===== config.mk =====
export PLATFORM = sky130hd
export DESIGN_NAME = axis_dest_sink_fifo
export DESIGN_NICKNAME = d
export VERILOG_FILES = /design/src/rtl/axis_pkg.sv /design/src/rtl/axis_sync_fifo.sv /design/src/rtl/axis_dest_sink_fifo.sv
export SDC_FILE = /design/constraint.sdc
export NUM_CORES = 1
export LEC_CHECK = 0
export ABC_AREA = 0
export CORE_MARGIN = 2
export CORE_UTILIZATION = 55
export DETAILED_ROUTE_END_ITERATION = 10
export PLACE_DENSITY = 0.79
export REMOVE_ABC_BUFFERS = 1
export SYNTH_ARGS = -nofsm -noshare
export SYNTH_HDL_FRONTEND = slang
export SYNTH_HIERARCHICAL = 1
export SYNTH_SLANG_ARGS = --single-unit

===== constraint.sdc =====
create_clock -name i_sclk -period 4.1 [get_ports i_sclk]
set_input_delay 0.82 -clock i_sclk [delete_from_list [all_inputs] [get_ports i_sclk]]
set_output_delay 0.82 -clock i_sclk [all_outputs]
set_load 0.02 [all_outputs]

===== src/rtl/axis_pkg.sv =====
// Shared definitions for the AXI4-Stream sink endpoint.
package axis_pkg;

  localparam int unsigned AXIS_DATA_W = 8;
  localparam int unsigned AXIS_DEST_W = 5;
  localparam int unsigned CNT_W       = 16;

  localparam logic [1:0] ST_IDLE   = 2'b00;
  localparam logic [1:0] ST_ACCEPT = 2'b01;
  localparam logic [1:0] ST_REJECT = 2'b10;

  typedef enum logic [1:0] {
    StIdle   = ST_IDLE,
    StAccept = ST_ACCEPT,
    StReject = ST_REJECT
  } sink_state_e;

  // Saturating increment: sticks at all-ones.
  function automatic logic [CNT_W-1:0] sat_inc(input logic [CNT_W-1:0] v, input logic en);
    return (en && (v != '1)) ? v + CNT_W'(1) : v;
  endfunction

endpackage


===== src/rtl/axis_sync_fifo.sv =====
// Synchronous first-word-fall-through FIFO with occupancy output.
module axis_sync_fifo #(
  parameter int unsigned WIDTH = 9,
  parameter int unsigned DEPTH = 8
) (
  input  logic                     clk_i,
  input  logic                     rst_i,
  input  logic                     wr_en_i,
  input  logic [WIDTH-1:0]         din_i,
  input  logic                     rd_en_i,
  output logic [WIDTH-1:0]         dout_o,
  output logic                     full_o,
  output logic                     empty_o,
  output logic [$clog2(DEPTH):0]   level_o
);

  localparam int unsigned AW = $clog2(DEPTH);

  logic [WIDTH-1:0] mem_q [DEPTH];
  logic [AW-1:0]    wr_ptr_q, wr_ptr_d;
  logic [AW-1:0]    rd_ptr_q, rd_ptr_d;
  logic [AW:0]      level_q, level_d;
  logic             wr_ok, rd_ok;

  assign full_o  = (level_q == (AW+1)'(DEPTH));
  assign empty_o = (level_q == '0);
  assign level_o = level_q;
  // Zero when empty so the data lines read 0 out of reset.
  assign dout_o  = empty_o ? '0 : mem_q[rd_ptr_q];

  // Pointer and occupancy next-state; pointers wrap naturally (DEPTH is a power of two).
  always_comb begin
    wr_ok    = wr_en_i & ~full_o;
    rd_ok    = rd_en_i & ~empty_o;
    wr_ptr_d = wr_ok ? wr_ptr_q + AW'(1) : wr_ptr_q;
    rd_ptr_d = rd_ok ? rd_ptr_q + AW'(1) : rd_ptr_q;
    level_d  = level_q;
    if (wr_ok && !rd_ok) begin
      level_d = level_q + (AW+1)'(1);
    end else if (rd_ok && !wr_ok) begin
      level_d = level_q - (AW+1)'(1);
    end
  end

  // Pointer and occupancy state.
  always_ff @(posedge clk_i) begin
    if (rst_i) begin
      wr_ptr_q <= '0;
      rd_ptr_q <= '0;
      level_q  <= '0;
    end else begin
      wr_ptr_q <= wr_ptr_d;
      rd_ptr_q <= rd_ptr_d;
      level_q  <= level_d;
    end
  end

  // Storage; contents need no reset because the head is masked while empty.
  always_ff @(posedge clk_i) begin
    if (wr_ok) begin
      mem_q[wr_ptr_q] <= din_i;
    end
  end

endmodule


===== src/rtl/axis_dest_sink_fifo.sv =====
// AXI4-Stream sink: claims packets addressed to MY_DEST, buffers them in a FWFT FIFO and
// re-presents them downstream; non-matching packets are stalled or discarded whole.
module axis_dest_sink_fifo
  import axis_pkg::*;
#(
  parameter int unsigned DATA_W        = AXIS_DATA_W,
  parameter int unsigned DEST_W        = AXIS_DEST_W,
  parameter int unsigned MY_DEST       = 1,
  parameter int unsigned DEPTH         = 8,
  parameter int unsigned DROP_MISMATCH = 0
) (
  input  logic                     i_sclk,
  input  logic                     i_srst,
  input  logic                     i_s_tvalid,
  input  logic [DEST_W-1:0]        i_s_tdest,
  input  logic [DATA_W-1:0]        i_s_tdata,
  input  logic                     i_s_tlast,
  output logic                     o_s_tready,
  output logic                     o_m_tvalid,
  output logic [DATA_W-1:0]        o_m_tdata,
  output logic                     o_m_tlast,
  input  logic                     i_m_tready,
  output logic [$clog2(DEPTH):0]   o_level,
  output logic [CNT_W-1:0]         o_pkt_count,
  output logic [CNT_W-1:0]         o_drop_count,
  output logic                     o_err_dest
);

  localparam logic [DEST_W-1:0] MyDestId = DEST_W'(MY_DEST);
  localparam bit                DropEn   = (DROP_MISMATCH != 0);

  sink_state_e      state_q, state_d;
  logic             match, up_hs, dn_hs;
  logic             wr_en, drop, err_set;
  logic             fifo_full, fifo_empty;
  logic [DATA_W:0]  fifo_dout;
  logic [CNT_W-1:0] pkt_count_q, pkt_count_d;
  logic [CNT_W-1:0] drop_count_q, drop_count_d;
  logic             err_dest_q, err_dest_d;

  assign match = (i_s_tdest == MyDestId);
  assign up_hs = i_s_tvalid & o_s_tready;
  assign dn_hs = o_m_tvalid & i_m_tready;

  assign o_m_tvalid             = ~fifo_empty;
  assign {o_m_tlast, o_m_tdata} = fifo_dout;
  assign o_pkt_count            = pkt_count_q;
  assign o_drop_count           = drop_count_q;
  assign o_err_dest             = err_dest_q;

  // Upstream ready; depends on tdest only between packets.
  always_comb begin
    o_s_tready = 1'b0;
    if (!i_srst) begin
      unique case (state_q)
        StIdle:   o_s_tready = ~fifo_full & (match | DropEn);
        StAccept: o_s_tready = ~fifo_full;
        StReject: o_s_tready = 1'b1;
        default:  o_s_tready = 1'b0;
      endcase
    end
  end

  // Packet FSM next state and per-beat write/drop decisions.
  always_comb begin
    state_d = state_q;
    wr_en   = 1'b0;
    drop    = 1'b0;
    err_set = 1'b0;
    unique case (state_q)
      StIdle: begin
        if (up_hs) begin
          if (match) begin
            wr_en = 1'b1;
            if (!i_s_tlast) state_d = StAccept;
          end else begin
            drop = 1'b1;
            if (!i_s_tlast) state_d = StReject;
          end
        end
      end
      StAccept: begin
        if (up_hs) begin
          wr_en   = 1'b1;
          err_set = ~match;
          if (i_s_tlast) state_d = StIdle;
        end
      end
      StReject: begin
        if (up_hs) begin
          drop = 1'b1;
          if (i_s_tlast) state_d = StIdle;
        end
      end
      default: state_d = StIdle;
    endcase
  end

  // Status counters and sticky destination error.
  always_comb begin
    pkt_count_d  = sat_inc(pkt_count_q, dn_hs & o_m_tlast);
    drop_count_d = sat_inc(drop_count_q, drop);
    err_dest_d   = err_dest_q | err_set;
  end

  // FSM and status state.
  always_ff @(posedge i_sclk) begin
    if (i_srst) begin
      state_q      <= StIdle;
      pkt_count_q  <= '0;
      drop_count_q <= '0;
      err_dest_q   <= 1'b0;
    end else begin
      state_q      <= state_d;
      pkt_count_q  <= pkt_count_d;
      drop_count_q <= drop_count_d;
      err_dest_q   <= err_dest_d;
    end
  end

  axis_sync_fifo #(
    .WIDTH (DATA_W + 1),
    .DEPTH (DEPTH)
  ) u_fifo (
    .clk_i   (i_sclk),
    .rst_i   (i_srst),
    .wr_en_i (wr_en),
    .din_i   ({i_s_tlast, i_s_tdata}),
    .rd_en_i (dn_hs),
    .dout_o  (fifo_dout),
    .full_o  (fifo_full),
    .empty_o (fifo_empty),
    .level_o (o_level)
  );

endmodule

==> results.txt, run 1 <==
* Clock-pin transition on the worst setup and hold timing paths: 0.06 ns
- In the final timing run, aggregate negative setup slack is 0 ns.
- At the worst endpoint, the arrival time is 2.73 ns.
- Unrepaired setup endpoints after global routing: false
- Worst Min Path Start: o_err_dest
* Count of pins on the block boundary: 66
- For the worst setup path, the data required time is 3.28 ns.
* Number of global-route vias before repair: 3574
* Endpoint of the lowest-slack register-to-register path: u_fifo/level_o[3]
- Tmin final: 3.55 ns
* Detailed Place HPWL: 6.87 mm
* Share of the yosys chip area belonging to registers: 0.587
- Net count, final: 527
* Layout Skew: 0.00895 ns
* Vias: 3677
- In this run, distinct cell masters in the synthesized netlist total 51.
- Leakage: 2.23 nW
- Setup Crit Path Kind: flip-flop to output pin
- The worst hold path passes through 2 cells.
* Skew-Pair Late Insertion Delay: 0.50 ns
- Crit share post-route: 0.866
- The synthesized design contains 72 enable-type register cells.
* Final Max Tran Viols: 0
- The die covers 10500 um^2.
- Wires add up to 11.5 mm.
- The run finished with clean final reports.
- Hold buffer count at CTS: 0
- The final hold violation count came to 0.
* Dominant synthesized flop cell: sky130_fd_sc_hd__edfxtp_1
- Clock tree from TritonCTS: done
- Post-synthesis instance area: 5320 um^2
- Number of remaining DRC errors: 0
* Initial antenna violation count: 0
- Global routing finished with a remaining overflow of 0.
- The finished cells cover 6730 um^2.
- The setup check on the worst reg-to-reg path leaves a slack of 0.72 ns.
- The clock tree synthesis step divided the H-tree into 4 levels.
* Root Buffer: sky130_fd_sc_hd__clkbuf_8
* Layout overhead on the synthesized area: 26.5%
- Across the VDD grid, the largest voltage drop is 0.290 mV.
* Initial Utilization: 0.570
- Max-cap violations in this run came to 0.
* Yosys top cell by area: sky130_fd_sc_hd__edfxtp_1
* Largest buffer count on any clock path: 2
* Remaining antenna violation count: 0
- For this run, the detailed router's first-pass iteration total came to 5.
- The floorplan step set the die width to 102 um.
- Wire length of the first global-routing pass: 18.5 mm
* WHS Endpoint: o_err_dest
- Counting flops with an async set or reset pin after synthesis yields a share of 0.
* Maximum number of pins on one net before global-route repair: 51
- Sort of element at the start of the critical path: flip-flop
* Total GRT Usage: 0.237
* Global placer's final weighted congestion: 0.873
- Placed Instances: 607
- Of the cells placed in the final design, the portion with a size suffix greater than 1 is 0.135.
- The count of cells in the finished layout, fillers not included, comes to 639.
* Launch instance of the worst register-to-register path: u_fifo/level_o[3]
- Summing all placed instances gives a cell area of 6120 um^2.
- Total of flip-flops plus latches after synthesis: 120
* Max-Slew Margin vs Limit: 0.366
- The floorplan has 35 rows.
* Floorplan core area: 9330 um^2
* Number of instances in the synthesized netlist: 416
* Setup fix buffers added after clock tree synthesis: 0
- Before CTS, the worst setup slack after placement is 0.177 ns.
* CTS resizes: 0
* Area share of the largest cell type after synthesis: 0.406
- Using the TritonRoute via totals, the vias-per-cell ratio works out to 5.75.
* Synth Warn #: 6
* Power density over the cells: 421 nW/um^2
- Cell types with the largest area share after synthesis: sky130_fd_sc_hd__edfxtp_1 (41%), sky130_fd_sc_hd__dfxtp_1 (18%), sky130_fd_sc_hd__mux4_2 (4.2%)
- The clock net in this run drives a total of 120 sinks.
- Dividing the detail-routed wire length by the instance count gives 18.0 um.
- At the pin with the least slew margin, the transition time is 0.942 ns.
- Number of CTS-inserted buffers: 17
- Synth Area per Inst: 12.8 um^2
- Count of input and output buffers: 65
* Post-route worst setup slack: 0.549 ns
* Die Y: 102 um
- The detailed router finished its first iteration with 230 violations.
- Achievable Freq: 282 MHz
* Worst R2R Path Depth: 15
- Along the worst path, the maximum fanout reaches 18.
- In this run the worst hold path is classified as flip-flop to flip-flop.
- Critical Path Sink Type: output pin
* Antenna cell count: 0
- Setup violations remaining at the end of the flow were counted as 0.
- Utilization of the core after routing: 0.722
-- cell families after synthesis --
family | synth area share
AO/OA/AOI/OAI | 0.0466
XOR/XNOR | 0.0346
adder cells (fa/ha/maj) | 0.0296
buffers and inverters | 0.0296
flip-flops | 0.587
multiplexers | 0.117
AND/OR/NAND/NOR | 0.156
-- flip-flops by register name, indices dropped and copies added (netlist names), named ones only --
register,cells
o_err_dest,1
state_q,2
o_drop_count,16
u_fifo/wr_ptr_q,3
o_pkt_count,16
u_fifo/mem_q,72
u_fifo/rd_ptr_q,3
u_fifo/level_o,4
-- placed cells by master, fill, tap and decap left out, drive strengths merged, types with 2 or more instances in the layout --
cell	netlist	routed
nor3b	2	2
nand2b	3	3
xor2	9	9
o311ai	3	3
and4	2	2
nor2	54	54
nor3	14	14
inv	11	16
or4b	2	2
a31oi	3	3
clkinv	0	5
mux4	18	18
edfxtp	72	72
mux2i	13	13
buf	9	15
o21ai	5	5
o31ai	5	5
nor2b	7	7
nor4	9	9
mux2	5	5
ha	11	11
or4	5	5
clkdlybuf4s50	0	64
or3	6	6
nand4	12	12
clkbuf	7	18
bufinv	0	3
nand3b	2	2
nand2	22	22
xnor2	12	12
nand3	17	17
a211o	2	2
dfxtp	48	48
a21oi	15	15
-- how the worst max path moves through the flow --
stage	to	slack, ns	depth (start not counted)
2_1_floorplan	u_fifo/level_o[3]	0.63	15
3_3_place_gp	u_fifo/level_o[3]	0.33	14
3_5_place_dp	u_fifo/level_o[3]	0.18	14
4_1_cts	o_m_tlast	0.52	4
5_1_grt	u_fifo/level_o[3]	0.35	14
6_report	o_m_tlast	0.55	4
-- critical path: stages, from the launching register on --
cell                              delay [ns]
sky130_fd_sc_hd__dfxtp_1                0.92
sky130_fd_sc_hd__mux4_2                 0.37
sky130_fd_sc_hd__mux2i_1                0.08
sky130_fd_sc_hd__nor2_1                 0.22
sky130_fd_sc_hd__clkdlybuf4s50_1        0.65
-- synthesized netlist by cell type (4+ instances only) --
cell type / n
sky130_fd_sc_hd__a21oi_1: 15
sky130_fd_sc_hd__buf_2: 4
sky130_fd_sc_hd__clkbuf_1: 7
sky130_fd_sc_hd__dfxtp_1: 48
sky130_fd_sc_hd__edfxtp_1: 72
sky130_fd_sc_hd__ha_1: 11
sky130_fd_sc_hd__inv_1: 10
sky130_fd_sc_hd__mux2_2: 5
sky130_fd_sc_hd__mux2i_1: 13
sky130_fd_sc_hd__mux4_1: 8
sky130_fd_sc_hd__mux4_2: 10
sky130_fd_sc_hd__nand2_1: 21
sky130_fd_sc_hd__nand3_1: 17
sky130_fd_sc_hd__nand4_1: 11
sky130_fd_sc_hd__nor2_1: 53
sky130_fd_sc_hd__nor2b_1: 7
sky130_fd_sc_hd__nor3_1: 14
sky130_fd_sc_hd__nor4_1: 9
sky130_fd_sc_hd__o21ai_0: 5
sky130_fd_sc_hd__o31ai_1: 5
sky130_fd_sc_hd__or3_1: 6
sky130_fd_sc_hd__or4_1: 5
sky130_fd_sc_hd__xnor2_1: 12
sky130_fd_sc_hd__xor2_1: 9
-- power by group --
group | leakage (nW) | switching, mW | internal (mW)
Combinational | 0.901 | 0.0251 | 0.0179
Sequential | 1.03 | 0.000245 | 1.28
Clock | 0.294 | 0.570 | 0.944
Total | 2.23 | 0.596 | 2.24
-- stage by stage --
step / hold slack (ns) / power (mW)
after CTS: 0.496 / 2.86
after floorplan: 0.485 / 1.31
after global routing: 0.540 / 2.91
after global placement: 0.477 / 1.34
after detailed placement: 0.474 / 1.34
final: 0.494 / 2.83
-- area by class of cell --
class / instances / area (um^2)
clock buffers: 18 / 418
clock inverters: 14 / 190
fillers: 625 / 2600
inverters: 11 / 41.3
multi-input cells: 268 / 2050
flip-flops and latches: 120 / 3120
well taps: 129 / 161
repair buffers: 79 / 751
-- layer usage --
metal | wire, um | up-vias | track usage
met3 | 589 | 12 | 0.0602
met4 | 129 | 0 | 0.0862
li1 | - | 1745 | -
met1 | 4990 | 1789 | 0.308
met5 | 0 | - | 0
met2 | 5820 | 131 | 0.388
Power figures use the tool's default switching activity.
==> run 2, diff against run 1 <==
--- a/config.mk
+++ b/config.mk
@@ -6,6 +6,8 @@
 export NUM_CORES = 1
 export LEC_CHECK = 0
 export ABC_AREA = 0
+export CAP_MARGIN = 0
+export CORE_ASPECT_RATIO = 0.8
 export CORE_MARGIN = 2
 export CORE_UTILIZATION = 55
 export DETAILED_ROUTE_END_ITERATION = 10
==> run 2 against run 1 <==
Setup slack worse by 0.050 ns. Clock skew rose by 0.0031 ns. Critical endpoint is now u_fifo/level_o[3]. Via count shrank 1.1%. Combinational power about the same. First-iteration DRC count increased by 41%. Register-to-register slack improved by 0.04 ns. Utilization decreased by 2.1 points. Critical path depth rose by 10. Cell area fell by 0.74%. Count of clock-buffer cells in the layout shrank 1. Hold slack worse by 0.018 ns.
==> results.txt, run 2 (same netlist as run 1, synthesis figures left out) <==
- Largest reg by FF count: u_fifo/mem_q
* Critical Path Sink Type: flip-flop
- Initial Utilization: 0.558
- Using the TritonRoute via totals, the vias-per-cell ratio works out to 5.79.
- From bottom edge to top edge, the die measures 92.0 um.
- Number of CTS-inserted buffers: 17
- Most frequent cells in the layout: sky130_fd_sc_hd__edfxtp_1 (72), sky130_fd_sc_hd__clkdlybuf4s50_1 (64), sky130_fd_sc_hd__nor2_1 (53)
* Initial DRC Count: 325
- Timing would allow up to 278 MHz.
- The H-tree was split into 4 levels.
* Net count, final: 526
* Power density over the cells: 412 nW/um^2
- In this run the critical register-to-register path is captured at u_fifo/level_o[3].
- In the final layout, the share of cells above drive strength 1 is 0.132.
- Count of input and output buffers: 65
- The count of nets left with antenna violations once routing finished came out at 0.
- Wire length of the first global-routing pass: 17.7 mm
- The worst-case IR drop observed on VDD is 0.342 mV.
* Floorplan core area: 9530 um^2
* Clock-pin transition on the worst setup and hold timing paths: 0.06 ns
- The worst hold path terminates at o_err_dest.
- Number of global-route vias before repair: 3510
* Number of remaining DRC errors: 0
- Most common cell after layout, fill and taps aside: sky130_fd_sc_hd__edfxtp_1
- CTS resizes: 0
* Max cap viols: 0
- The finished layout holds 628 standard cells, fillers aside.
- Highest net fanout along the worst path: 6
* Total gr overflow: 0
* CTS sink count: 120
- The clock reaches the later pin of the worst-skew pair after 0.41 ns.
* Hold Crit Class: flip-flop to flip-flop
- Vias: 3635
* Maximum number of pins on one net before global-route repair: 51
- Summed over all failing endpoints, the final setup total negative slack is 0 ns.
- From synthesis to final layout, the design area changed by 25.6%.
- Along the worst hold path, the cell count comes to 2.
- The clock period could shrink to 3.60 ns.
- Die area: 10500 um^2
* Least-Margin Pin Slew: 0.992 ns
- The worst setup path is launched from an input port.
- Post-route worst setup slack: 0.499 ns
- Largest buffer count on any clock path: 2
- At the placement stage, the worst setup path has a slack of 0.210 ns.
- In this run the clock root is driven by a sky130_fd_sc_hd__clkbuf_16.
- For this run, the total global-route usage over all layers was measured as 0.222.
- The critical path is of the input port to flip-flop type.
* Detailed Place HPWL: 7.09 mm
- The register with the most flip-flops in the layout has 72 of them.
- Buffers inserted to repair hold after CTS numbered 0.
- Count of pins on the block boundary: 66
- Row cnt: 32
- Worst R2R Path Depth: 15
* Max-Slew Margin vs Limit: 0.333
- The run finished with clean final reports.
- Signal arrival time at the worst endpoint: 3.89 ns
* Setup violations, final: 0
* Total length of routed wires: 10.8 mm
- The startpoint identified for the worst register-to-register timing path is u_fifo/level_o[1].
* Clock tree from TritonCTS: done
- Layout Skew: 0.0120 ns
- Die X-Extent: 114 um
* Worst Min Path Start: o_err_dest
* Crit share post-route: 0.878
- Placed Instances: 596
- The number of setup buffers added after CTS is 0.
- Once placement finished, the instance area stood at 6100 um^2.
- Global placer's final weighted congestion: 0.819
- The number of antenna violations at the first check in global routing is 0.
* Unrepaired setup endpoints after global routing: false
- Detailed-routing iteration count for the pre-antenna-repair pass: 4
* Final Max Tran Viols: 0
* Antenna cell count: 0
* Setup slack of the most critical reg-to-reg path: 0.76 ns
* Final Cell Area: 6680 um^2
* Required arrival time at the worst endpoint: 4.39 ns
- The final hold violation count is 0.
- The analysis attributes to cell leakage a power of 2.20 nW.
- Dividing the detail-routed wire length by the instance count gives 17.2 um.
==> run 2: cell count changes in the layout (fill, tap and decap cells not counted), sizes merged <==
cell      before  now
buf           15   14
bufinv         3    2
clkbuf        18   17
clkinv         5    7
clkinvlp       1    3
inv           16   14
==> run 2: where the power goes <==
group          internal, mW  switching (mW)  total [mW]
Sequential             1.28        0.000231        1.28
Combinational        0.0179          0.0254      0.0433
Clock                 0.895           0.537        1.43
==> run 2: layer usage <==
layer  wire length (um)  vias up  GRT usage
met5                  0        -          0
met4                167        0     0.0793
met3                465       18     0.0582
met2               5300       90      0.350
met1               4880     1799      0.300
li1                   -     1728          -
==> run 2: worst max-delay path, cell delays in order <==
cell and delay [ns]:
sky130_fd_sc_hd__clkdlybuf4s50_1 0.45, sky130_fd_sc_hd__nor3b_2 0.28, sky130_fd_sc_hd__nand4_1 0.19, sky130_fd_sc_hd__a21o_1 0.22, sky130_fd_sc_hd__nor2_1 0.22, sky130_fd_sc_hd__nand2_4 0.11, sky130_fd_sc_hd__inv_2 0.10, sky130_fd_sc_hd__ha_1 0.17
sky130_fd_sc_hd__inv_1 0.10, sky130_fd_sc_hd__ha_1 0.35, sky130_fd_sc_hd__a21oi_1 0.20, sky130_fd_sc_hd__a211oi_1 0.10, sky130_fd_sc_hd__a31oi_1 0.21, sky130_fd_sc_hd__mux2_2 0.37
==> run 2: worst max path at each step <==
| stage | start | to | slack (ns) |
|---|---|---|---|
| after floorplan | u_fifo/level_o[1] | u_fifo/level_o[3] | 0.63 |
| final | i_s_tdest[0] | u_fifo/level_o[3] | 0.50 |
| after global routing | i_s_tdest[0] | u_fifo/level_o[3] | 0.32 |
| after global placement | i_s_tdest[0] | u_fifo/level_o[3] | 0.33 |
| after CTS | i_s_tdest[0] | u_fifo/level_o[3] | 0.58 |
| after detailed placement | i_s_tdest[0] | u_fifo/level_o[3] | 0.21 |
==> run 2: area by class of cell <==
class	instances	area, um^2
flip-flops and latches	120	3120
fillers	678	2850
multi-input cells	268	2050
repair buffers	78	743
clock buffers	17	425
clock inverters	15	153
well taps	119	149
inverters	11	41.3
==> run 2: per-stage QoR <==
stage	hold WS (ns)	utilization	power, mW
2_1_floorplan	0.485	-	1.31
3_3_place_gp	0.468	0.640	1.34
3_5_place_dp	0.461	0.640	1.35
4_1_cts	0.481	0.701	2.78
5_1_grt	0.523	0.701	2.83
6_report	0.476	0.701	2.75
==> run 3, diff against run 2 <==
--- a/config.mk
+++ b/config.mk
@@ -7,11 +7,15 @@
 export LEC_CHECK = 0
 export ABC_AREA = 0
 export CAP_MARGIN = 0
+export CELL_PAD_IN_SITES_DETAIL_PLACEMENT = 0
+export CELL_PAD_IN_SITES_GLOBAL_PLACEMENT = 2
 export CORE_ASPECT_RATIO = 0.8
 export CORE_MARGIN = 2
-export CORE_UTILIZATION = 55
+export CORE_UTILIZATION = 38
+export CTS_CLUSTER_SIZE = 16
 export DETAILED_ROUTE_END_ITERATION = 10
-export PLACE_DENSITY = 0.79
+export PLACE_DENSITY_LB_ADDON = 0.1
+export RECOVER_POWER = 100
 export REMOVE_ABC_BUFFERS = 1
 export SYNTH_ARGS = -nofsm -noshare
 export SYNTH_HDL_FRONTEND = slang
==> run 3 against run 2 <==
Largest power group unchanged. Hold slack worse by 0.00091 ns. First-iteration DRC count down 29%. Utilization down 21 points. Fmax down 4.8%. Count of clock-buffer cells in the layout up 1. Die area up 43%. Clock skew down 0.0067 ns. Largest cell class unchanged. Power up 0.29%. Register-to-register slack worse by 0.05 ns. Via count down 1.1%. Global-route usage down 5.5 points. Wire length up 6.9%.
==> results.txt, run 3 (same netlist as run 1, synthesis figures left out) <==
* Net count, final: 527
- Data on the critical path arrives at its endpoint at 2.96 ns.
- Total gr overflow: 0
* Post-route non-filler standard cell count: 690
* Crit share post-route: 0.923
* Initial DRC Count: 232
- Setup repair after global routing left no endpoint under its margin.
- The clock tree synthesis step divided the H-tree into 4 levels.
- Placed Instances: 658
* Worst R2R Path Depth: 10
* Setup slack of the most critical reg-to-reg path: 0.71 ns
* Maximum number of pins on one net before global-route repair: 51
- Clock-pin transition on the worst setup and hold timing paths: 0.06 ns
* Worst vdd rail ir drop: 0.281 mV
- Count of pins on the block boundary: 66
- Status: completed
- Critical Path Sink Type: output pin
- Max-Slew Margin vs Limit: 0.114
* Most frequent cells in the layout: sky130_fd_sc_hd__edfxtp_1 (72), sky130_fd_sc_hd__dlygate4sd3_1 (55), sky130_fd_sc_hd__nor2_1 (53)
- For this design, the sink count on the clock tree is 120.
* Sort of element at the start of the critical path: flip-flop
- The worst register-to-register path begins at u_fifo/level_o[1].
- Die Y: 110 um
* Die X-Extent: 136 um
- Setup violations, final: 0
- In the final routed layout, each cell accounts on average for 16.7 um.
* Place WS: 0.212 ns
- Number of CTS-inserted buffers: 17
* Highest net fanout along the worst path: 9
- CTS placed an instance of sky130_fd_sc_hd__clkbuf_16 at the clock tree root.
- The final hold violation count was 0.
* Layout overhead on the synthesized area: 26.4%
- After layout, the minimum clock period comes to 3.78 ns.
- The detailed router placed 3596 vias in this run.
* Die area: 15000 um^2
* Largest buffer count on any clock path: 2
* Max FFs per register: 72
* Global placer's final weighted congestion: 0.784
- Total GRT Usage: 0.167
- The initial utilization of the core area, before any placement, comes to 0.391.
- The number of antenna violations at the first check in global routing came to 0.
- Storage cell area: 3120 um^2
- Worst setup path endpoint: o_m_tdata[5]
- Setup fix buffers added after clock tree synthesis: 0
- Clock tree from TritonCTS: done
- Fraction of final layout cells sized beyond drive strength 1: 0.114
* Final Max Tran Viols: 0
- Largest reg by FF count: u_fifo/mem_q
- The worst setup path is of the flip-flop to output pin kind.
- The clock arrives with 0.00529 ns of skew.
* Footprint of the multi-input gates: 2040 um^2
- The number of antenna diodes in the final layout is 0.
- Floorplan core area: 13600 um^2
- In this run the critical register-to-register path is captured at u_fifo/level_o[3].
- The analysis attributes to cell leakage a power of 2.33 nW.
- Total length of routed wires: 11.6 mm
- Clock latency on the worst-skew pair, taken at its later pin, is 0.42 ns.
* Post-Route Setup TNS: 0 ns
- Most common cell after layout, fill and taps aside: sky130_fd_sc_hd__edfxtp_1
- Power density over the cells: 410 nW/um^2
- Crit path from: u_fifo/level_o[1]
- Post-route worst setup slack: 0.316 ns
* Filler cell count in the final layout: 1205
- In this run the remaining antenna-violating nets after routing total 0.
* Row cnt: 38
- In the routed design, unresolved DRC markers number 0.
- After legalization and detailed placement, the total HPWL measured 7.68 mm.
- Required arrival time at the worst endpoint: 3.28 ns
- Count of input and output buffers: 65
- Least-Margin Pin Slew: 1.32 ns
- After clock tree synthesis, the repair step resized 0 gates.
- Max cap viols: 0
* Per-cell via count in the routed design: 5.21
- Number of global-route vias before repair: 3438
- Achievable Freq: 264 MHz
- Detailed-routing iteration count for the pre-antenna-repair pass: 4
- The first global-routing pass estimated 18.5 mm of wire.
* Hold Crit Class: flip-flop to flip-flop
* Hold buffer count at CTS: 0
-- run 3: power breakdown --
| part | internal, mW | total [mW] | switching (mW) |
|---|---|---|---|
| clock | 0.897 | 1.44 | 0.544 |
| combinational | 0.0158 | 0.0413 | 0.0255 |
| sequential | 1.28 | 1.28 | 0.000244 |
| total | 2.19 | 2.76 | 0.570 |
-- run 3: critical path, cell delays in order, from the launching register on --
cell and delay [ns]:
sky130_fd_sc_hd__dfxtp_1 0.37, sky130_fd_sc_hd__nor4_1 1.12, sky130_fd_sc_hd__buf_4 0.35, sky130_fd_sc_hd__nor2_1 0.06, sky130_fd_sc_hd__dlygate4sd3_1 0.65
-- run 3: metrics by stage --
step / util / hold WS [ns] / power, mW / instance area (um^2)
after floorplan: - / 0.485 / 1.31 / 5200
after global placement: 0.455 / 0.467 / 1.35 / 6190
after detailed placement: 0.455 / 0.477 / 1.35 / 6190
after CTS: 0.498 / 0.491 / 2.80 / 6780
after global routing: 0.494 / 0.505 / 2.86 / 6720
final: 0.494 / 0.475 / 2.76 / 6720
-- run 3: area by class of cell --
class                      instances  area share
multi-input combinational        268       0.303
inverter                          11     0.00614
tap                              180      0.0335
clock inverter                    14      0.0227
sequential                       120       0.464
clock buffer                      18      0.0638
timing repair buffer              79       0.107
-- run 3: how the worst min path moves through the flow --
stage / end / slack, ns / cells past startpoint / start
6_report: o_err_dest / 0.48 / 2 / o_err_dest
5_1_grt: o_err_dest / 0.50 / 2 / o_err_dest
4_1_cts: o_err_dest / 0.49 / 2 / o_err_dest
3_5_place_dp: o_err_dest / 0.48 / 2 / o_err_dest
3_3_place_gp: o_err_dest / 0.47 / 2 / o_err_dest
2_1_floorplan: flip-flop / 0.48 / 2 / u_fifo/rd_ptr_q[2]
-- run 3: layer usage --
metal | global-route usage | vias up | wire, um
li1 | - | 1753 | -
met4 | 0.0670 | 0 | 163
met1 | 0.234 | 1767 | 5770
met3 | 0.0447 | 16 | 456
met5 | 0 | - | 0
met2 | 0.247 | 60 | 5160
